`src/rtl/fp16_pkg.sv`:
```
// Shared half-precision field layout, special encodings and the accumulator
// FSM state type used by the convolution datapath stages.
package fp16_pkg;

    localparam int SIGN_BIT = 15;
    localparam int EXP_MSB  = 14;
    localparam int EXP_LSB  = 10;
    localparam int MAN_W    = 10;
    localparam int EXP_BIAS = 15;

    localparam logic [15:0] FP16_ZERO   = 16'h0000;
    localparam logic [15:0] FP16_MAXPOS = 16'h7BFF;

    typedef enum logic [1:0] {
        IDLE  = 2'd0,
        ACCUM = 2'd1,
        HOLD  = 2'd2
    } acc_state_e;

endpackage

```
`src/rtl/fp16_add_core.sv`:
```
// Combinational fp16 adder: zero-flushing, truncating, saturating (no Inf/NaN).
// Shared by the accumulator and the later bias-add stage.
module fp16_add_core
    import fp16_pkg::*;
(
    input  logic [15:0] a,
    input  logic [15:0] b,
    output logic [15:0] s
);

    logic [4:0]        ea, eb, e_big, e_sm, shift;
    logic [10:0]       ma, mb, m_big, m_sm, m_sm_al, norm;
    logic              a_big, s_big, s_sm;
    logic [11:0]       raw;
    logic [3:0]        msb, lz;
    logic signed [6:0] exp_n;
    logic [9:0]        man;

    always_comb begin
        // exp 31 is folded to 30 so no Inf/NaN ever propagates
        ea = a[EXP_MSB:EXP_LSB];
        eb = b[EXP_MSB:EXP_LSB];
        if (ea == 5'd31) ea = 5'd30;
        if (eb == 5'd31) eb = 5'd30;
        ma = (ea == 5'd0) ? 11'd0 : {1'b1, a[MAN_W-1:0]};
        mb = (eb == 5'd0) ? 11'd0 : {1'b1, b[MAN_W-1:0]};

        // Order by magnitude so the subtraction below never goes negative
        a_big = (ea > eb) || ((ea == eb) && (ma >= mb));
        e_big = a_big ? ea : eb;
        e_sm  = a_big ? eb : ea;
        m_big = a_big ? ma : mb;
        m_sm  = a_big ? mb : ma;
        s_big = a_big ? a[SIGN_BIT] : b[SIGN_BIT];
        s_sm  = a_big ? b[SIGN_BIT] : a[SIGN_BIT];

        shift   = e_big - e_sm;
        m_sm_al = (shift >= 5'd12) ? 11'd0 : (m_sm >> shift);

        if (s_big == s_sm) raw = {1'b0, m_big} + {1'b0, m_sm_al};
        else               raw = {1'b0, m_big} - {1'b0, m_sm_al};

        msb = 4'd0;
        for (int i = 0; i < 11; i++) begin
            if (raw[i]) msb = 4'(i);
        end
        lz   = 4'd10 - msb;
        norm = raw[10:0] << lz;

        if (raw[11]) begin
            exp_n = $signed({2'b00, e_big}) + 7'sd1;
            man   = raw[10:1];
        end else begin
            exp_n = $signed({2'b00, e_big}) - $signed({3'b000, lz});
            man   = norm[9:0];
        end

        if (raw == 12'd0 || exp_n < 7'sd1) s = FP16_ZERO;
        else if (exp_n > 7'sd30)           s = {s_big, FP16_MAXPOS[14:0]};
        else                               s = {s_big, exp_n[4:0], man};
    end

endmodule

```
`src/rtl/fp16_accum_stream.sv`:
```
// Sums N_TERMS fp16 products one per cycle and holds the result on a
// valid/ready output until the activation stage takes it.
module fp16_accum_stream
    import fp16_pkg::*;
#(
    parameter int N_TERMS = 25,
    parameter int CNT_W   = 5
) (
    input  logic        clk,
    input  logic        reset,
    input  logic        clear,
    input  logic [15:0] in_data,
    input  logic        in_valid,
    output logic        in_ready,
    output logic [15:0] sum_out,
    output logic        out_valid,
    input  logic        out_ready
);

    localparam logic [CNT_W-1:0] LAST = CNT_W'(N_TERMS - 1);

    acc_state_e       state_q, state_d;
    logic [15:0]      acc_q, acc_d, sum_q, sum_d, add_a, add_s;
    logic [CNT_W-1:0] count_q, count_d;
    logic             valid_q, valid_d;

    // The first term of a window is added to zero, not to a stale acc
    assign add_a = (state_q == IDLE) ? FP16_ZERO : acc_q;

    fp16_add_core u_add (
        .a (add_a),
        .b (in_data),
        .s (add_s)
    );

    assign in_ready  = (state_q != HOLD);
    assign sum_out   = sum_q;
    assign out_valid = valid_q;

    always_comb begin
        state_d = state_q;
        acc_d   = acc_q;
        count_d = count_q;
        sum_d   = sum_q;
        valid_d = valid_q;
        if (clear) begin
            state_d = IDLE;
            acc_d   = FP16_ZERO;
            count_d = '0;
            valid_d = 1'b0;
        end else begin
            case (state_q)
                IDLE: if (in_valid) begin
                    acc_d   = add_s;
                    count_d = CNT_W'(1);
                    if (N_TERMS == 1) begin
                        sum_d   = add_s;
                        valid_d = 1'b1;
                        state_d = HOLD;
                    end else begin
                        state_d = ACCUM;
                    end
                end
                ACCUM: if (in_valid) begin
                    acc_d   = add_s;
                    count_d = count_q + CNT_W'(1);
                    if (count_q == LAST) begin
                        sum_d   = add_s;
                        valid_d = 1'b1;
                        state_d = HOLD;
                    end
                end
                HOLD: if (out_ready) begin
                    valid_d = 1'b0;
                    count_d = '0;
                    acc_d   = FP16_ZERO;
                    state_d = IDLE;
                end
                default: state_d = IDLE;
            endcase
        end
    end

    always_ff @(posedge clk or posedge reset) begin
        if (reset) begin
            state_q <= IDLE;
            acc_q   <= FP16_ZERO;
            count_q <= '0;
            sum_q   <= FP16_ZERO;
            valid_q <= 1'b0;
        end else begin
            state_q <= state_d;
            acc_q   <= acc_d;
            count_q <= count_d;
            sum_q   <= sum_d;
            valid_q <= valid_d;
        end
    end

endmodule

```
`config.mk`:
```
export PLATFORM = sky130hd
export DESIGN_NAME = fp16_accum_stream
export DESIGN_NICKNAME = d
export VERILOG_FILES = /design/src/rtl/fp16_pkg.sv /design/src/rtl/fp16_add_core.sv /design/src/rtl/fp16_accum_stream.sv
export SDC_FILE = /design/constraint.sdc
export NUM_CORES = 1
export LEC_CHECK = 0
export CAP_MARGIN = 20
export CORE_MARGIN = 3
export CORE_UTILIZATION = 55
export DETAILED_ROUTE_END_ITERATION = 6
export PLACE_DENSITY = 0.71
export SLEW_MARGIN = 20
export SYNTH_ARGS = -nofsm -noshare
export SYNTH_HDL_FRONTEND = slang
export SYNTH_SLANG_ARGS = --single-unit
```
`constraint.sdc`:
```
create_clock -name clk -period 16 [get_ports clk]
set_input_delay 1.6 -clock clk [delete_from_list [all_inputs] [get_ports clk]]
set_output_delay 1.6 -clock clk [all_outputs]
set_load 0.02 [all_outputs]
```
======== Yosys cells after proc, flatten, opt, wreduce, memory -nomap -nowiden ========
Cells that the tools add are included.
storage, ports and cells
  bits of input ports ..................... 21
  register bits ........................... 40
  logic and storage cells ................. 96
  output and inout bits ................... 18
operators by class
  shift-type cells ........................ 2
  add/sub/neg operators ................... 7
  eq/ne operators ......................... 13
  magnitude comparators ................... 5
  mux-type cells .......................... 47
  reduce and logical (&&, ||, !) cells .... 16
  bitwise gates (word level) .............. 1
operators by type and width
  operator                                                       number
  two-way mux 16 bit                                             5
  two-way mux 11 bit                                             5
  two-way mux 5 bit                                              8
  one-hot mux 16 bit (2 select lines)                            1
  AND reduction 4 bit                                            4
  equality test 5 bit, second input constant                     3
  two-way mux 15 bit                                             1
  one-hot mux 5 bit (3 select lines)                             1
  two-way mux 2 bit                                              7
  adder 11 x 11 -> 12 bit                                        1
  logical NOT 12 bit                                             1
  two-way mux 12 bit                                             1
  two-way mux 3 bit                                              4
  two-way mux 4 bit                                              3
  != test 3 bit, second input constant                           4
  subtractor 11 x 11 -> 12 bit                                   1
  greater-or-equal comparator 11 bit                             1
  left shift 11 x 4 -> 10 bit                                    1
  >> shifter 11 x 5 -> 11 bit                                    1
  logical NOT 5 bit                                              2
  two-way mux 10 bit                                             1
  greater-than comparator 7 x 6 -> 1 bit, second input constant  1
  less-than comparator 7 x 2 -> 1 bit, second input constant     1
  two-way mux 1 bit                                              7
  24 further kinds                                               26

======== Logic depth before layout (Yosys ltp) ========
  depth after elaboration ................. 34
  depth in mapped cells ................... 56
  depth with buffers taken out ............ 49

======== By module ========
A second synthesis with hierarchy kept.
unflattened totals
  cell total of the unflattened synthesis .. 737
  area, all modules ....................... 5856.9 µm²
by module, submodules not included
  module             instances  cells an instance  area each (µm²)
  fp16_add_core      1          544                3716.1
  fp16_accum_stream  1          193                2140.8

======== Worst setup path after synthesis ========
Ideal clock, no wire load.
  path kind ............................... input to register
  start ................................... input port in_data[10]
  end ..................................... register acc_q[15]
  arrival ................................. 11.917 ns
  setup slack ............................. 4.007 ns
  data required time ...................... 15.923 ns
  stages .................................. 49
  setup time .............................. 0.076 ns
  path through ............................ or4_1 -> nand2b_1 -> inv_1 -> clkbuf_1 -> ha_1 -> a2111oi_4 -> o2111ai_1 -> nand3_1 -> clkbuf_1 -> clkbuf_1 -> buf_2 -> nor2_1 -> nor2_1 -> ha_1 -> buf_1 -> mux2_2 -> a21oi_1 -> nor2_1 -> [... 13 more ...] -> xnor2_1 -> and2_1 -> nor2_1 -> clkinv_1 -> ha_1 -> clkbuf_1 -> inv_2 -> fa_1 -> inv_1 -> a21o_1 -> a21oi_1 -> xnor2_1 -> nor3_1 -> mux2_2 -> o21a_1 -> or4b_1 -> buf_2 -> o21ai_1
on the way
  longest elaborated chain between the ends .. 32
ends and longest elaborated chain
  element                                      line                                              source
  from (decl)                                  fp16_accum_stream.sv:12                           input logic [15:0] in_data,
  equality test 5 bit                          fp16_add_core.sv:24                               if (eb == 5'd31) eb = 5'd30;
  two-way mux 5 bit *                          fp16_add_core.sv:24
  logical NOT 5 bit                            fp16_add_core.sv:26                               mb = (eb == 5'd0) ? 11'd0 : {1'b1, b[MAN_W-1:0]};
  two-way mux 11 bit                           fp16_add_core.sv:26
  greater-or-equal comparator 11 bit           fp16_add_core.sv:29                               a_big = (ea > eb) || ((ea == eb) && (ma >= mb));
  logical AND 1 bit                            fp16_add_core.sv:29
  logical OR 1 bit                             fp16_add_core.sv:29
  two-way mux 5 bit, on equally long branches  fp16_add_core.sv:30, fp16_add_core.sv:31
  [... 16 more ...]                            -
  subtractor 5 x 4 -> 6 bit                    fp16_add_core.sv:54                               exp_n = $signed({2'b00, e_big}) - $signed({3'b000, lz});
  two-way mux 7 bit                            fp16_add_core.sv:50                               if (raw[11]) begin
  less-than comparator 7 x 2 -> 1 bit          fp16_add_core.sv:58                               if (raw == 12'd0 || exp_n < 7'sd1) s = FP16_ZERO;
  logical OR 1 bit                             fp16_add_core.sv:58
  two-way mux 16 bit *                         fp16_add_core.sv:58
  two-way mux 16 bit *                         fp16_accum_stream.sv:53, fp16_accum_stream.sv:64
  one-hot mux 16 bit (2 select lines) *        fp16_accum_stream.sv:52                           case (state_q)
  two-way mux 16 bit *                         fp16_accum_stream.sv:46                           if (clear) begin
  to (signal assigned)                         fp16_accum_stream.sv:87                           acc_q <= FP16_ZERO;
  to (signal assigned)                         fp16_accum_stream.sv:93                           acc_q <= acc_d;
  to (decl)                                    fp16_accum_stream.sv:23                           logic [15:0] acc_q, acc_d, sum_q, sum_d, add_a, add_s;
Every way passes the cells marked *; elsewhere a longest branch is shown, timed or not. The select of a mux whose other input is x is not followed.
A chain may end at the register's enable or synchronous reset.

======== Worst setup path after layout ========
  start ................................... input port in_data[11]
  end ..................................... register acc_q[4]
on the way
  longest elaborated chain between the ends .. 32
ends and longest elaborated chain
  element                                                                                               line
  equality test 5 bit                                                                                   fp16_add_core.sv:24
  two-way mux 5 bit *                                                                                   fp16_add_core.sv:24
  logical NOT 5 bit                                                                                     fp16_add_core.sv:26
  two-way mux 11 bit                                                                                    fp16_add_core.sv:26
  greater-or-equal comparator 11 bit                                                                    fp16_add_core.sv:29
  logical AND 1 bit                                                                                     fp16_add_core.sv:29
  logical OR 1 bit                                                                                      fp16_add_core.sv:29
  two-way mux 5 bit, on equally long branches                                                           fp16_add_core.sv:30, fp16_add_core.sv:31
  [... 16 more ...]                                                                                     -
  subtractor 5 x 4 -> 6 bit                                                                             fp16_add_core.sv:54
  two-way mux 7 bit                                                                                     fp16_add_core.sv:50
  greater-than comparator 7 x 6 -> 1 bit / less-than comparator 7 x 2 -> 1 bit (equally long branches)  fp16_add_core.sv:59, fp16_add_core.sv:58
  two-way mux 15 bit / logical OR 1 bit (equally long branches)                                         fp16_add_core.sv:59, fp16_add_core.sv:58
  two-way mux 16 bit *                                                                                  fp16_add_core.sv:58
  two-way mux 16 bit *                                                                                  fp16_accum_stream.sv:53, fp16_accum_stream.sv:64
  one-hot mux 16 bit (2 select lines) *                                                                 fp16_accum_stream.sv:52
  two-way mux 16 bit *                                                                                  fp16_accum_stream.sv:46
Marks and branches as above.

==> results.toml <==
[run_status]
status = "finished clean"

[cells_and_area]
post-route-util = 0.631
final_common_cell = "nand2_1"
areaGrowthSynthToFinish_pct = 9.35
layout_common_cells = "nand2_1, nor2_1, o21ai_0"
fin_nets = 811
n_antenna_cell = 0
drive_above_1_share = 0.0549

[route]
post_drt_wl_per_cell_um = 18.7
wl_um = 16400
routed-via-count = 5591
via_per_inst = 6.38
ant_nets = 0
drc = 0
dr.pass1.iters = 5
drt-initial-drc-count = 409

[floorplanning]
rows = 35
design.core.area_mm2 = 0.00946
initial_core_util = 0.577
die_w_um = 106
ios = 39
die_y_um = 106
die_area_mm2 = 0.0112

[global_route]
grt_usage = 0.294
grt-ovfl-total = 0
grt_pass1_wl_um = 26900
grt_pass1_vias = 5379
antenna_found_initial = 0
grt_max_degree = 41

[cts]
h-tree-depth = 2
cts_buffers = 5
cts-resized-gates = 0
cts_hold_buffers = 0
path_clk_slew_ps = 70
clockBufferDepth = 2
cts_tree = "built"
clk_latency_ps = 290
cts.root.buffer_cell = "clkbuf_8"
post-cts-setup-buffers = 0
clkSinkCount = 40

[sta]
rsz0062_at_grt = "no"
min_period_ps = 13390
slew_violations = 0
setup-tns-final_ps = 0
min_period_over_period = 0.837
slew_headroom = 0.354
worst_slew_pin_slew_ps = 962
setup_viol = 0
fmax_mhz = 74.7
fin_worst_skew_ps = 4.51
hold_violations = 0

[placement]
post-dp-hpwl_um = 13000
io_buffer_count = 38
globalplace.congestion = 0.969

[worst_setup_path]
required_ps = 16210
slowest_delay_ps = 730
critPathCaptureType = "flip-flop"
cp_max_fo = 29
critical_path_class = "in -> reg"
critPathLaunchType = "input port"
arrival_ps = 13600
slowest_stage = "ha_1"

[synth]
synthFlopType = "dfrtp_1"
synth_top_area_cell = "dfrtp_1"
netlist.area_leader.share = 0.183
synth_area_mm2 = 0.00546
synth_area_leaders = "dfrtp_1, ha_1, mux2i_1, nand2_1, nor2_1"
synth_nets = 793
yosys_warnings = 0
synth-async-reset-ratio = 1.00
ys_ff_latch = 40
avgSynthCellArea_um2 = 7.49
ys_seq_area_frac = 0.183
synthCells = 729
synth_enable_flop_cells = 0
ys_types = 72

[hold_path]
hold_class = "reg -> reg"

[job]
maxCapViolations = 0
[final timing paths]
check / startpoint / endpoint / cells after the start / slack (ps)
hold / removal: count_q[4] / count_q[4] / 1 / 470
setup / recovery: in_data[11] / acc_q[4] / 43 / 2610
min in group asynchronous: reset / sum_out[14] / 3 / 1730
setup reg to reg: state_q[0] / acc_q[4] / 46 / 3660
max in group asynchronous: reset / acc_q[3] / 3 / 13930
hold reg to reg: count_q[4] / count_q[4] / 1 / 470
[logic make-up after synthesis]
family                   Yosys count  synth area share
AO/OA/AOI/OAI                    213             0.256
multiplexers                      59             0.122
AND/OR/NAND/NOR                  275             0.233
XOR/XNOR                          30            0.0495
adder cells (fa/ha/maj)           43             0.101
flip-flops                        40             0.183
buffers and inverters             69            0.0550
[synthesized netlist by cell type (all sizes together), types with 3 or more instances]
cell     count
nand2       87
nor2        83
o21ai       72
a21oi       44
ha          41
dfrtp       40
mux2i       38
inv         36
nand3       24
nor3        22
clkbuf      20
mux2        17
xnor2       17
a21o        15
and2        13
xor2        13
buf         12
a22o        11
nand2b      10
a31oi        9
a211oi       7
nor4         7
o31ai        6
nand4        5
o21a         5
o22ai        5
a211o        4
a311oi       4
and3         4
mux4         4
nor2b        4
o2111ai      4
o211ai       4
o41ai        4
a21boi       3
a221oi       3
and4         3
or2          3
or4          3
[state kept, by name (all words and copies together), names as in the netlist]
name and flops:
acc_q 16, count_q 5, out_valid 1, state_q 2
sum_out 16
[per-layer routing]
layer | wire length (um) | global-route usage | vias up
met5 | 0 | 0 | -
met1 | 7210 | 0.381 | 2637
li1 | - | - | 2691
met3 | 978 | 0.0386 | 37
met4 | 641 | 0.123 | 0
met2 | 7550 | 0.492 | 226
[layout make-up]
cell class | count | area, um^2
Inverter | 37 | 139
Multi-Input combinational cell | 620 | 4170
Fill cell | 892 | 3490
Sequential cell | 40 | 1000
Tap cell | 129 | 161
Timing Repair Buffer | 43 | 418
Clock buffer | 6 | 72.6
Clock inverter | 1 | 5.00
[through the flow]
step | cells | setup slack, ps | hold WS, ps | cell area [um^2]
2_1_floorplan | 729 | 4010 | 440 | 5460
3_5_place_dp | 869 | 2510 | 470 | 5880
6_report | 876 | 2610 | 475 | 5970
5_1_grt | 876 | 1570 | 510 | 5970
4_1_cts | 876 | 2730 | 480 | 5960
3_3_place_gp | 869 | 2860 | 462 | 5880
[critical path, delay by kind of cell]
kind                       cells  cell delay, ps
AOI/OAI and AO/OA             15            3300
xor gates and xnor gates       1             240
adders and majority gates      6            2760
buffers and inverters          6            1830
muxes                          3            1030
and+or+nand+nor               12            2830
Power is left out: the tool's default activity adds up to more than one toggle a clock period on the data nets, which glitch-free logic cannot reach.
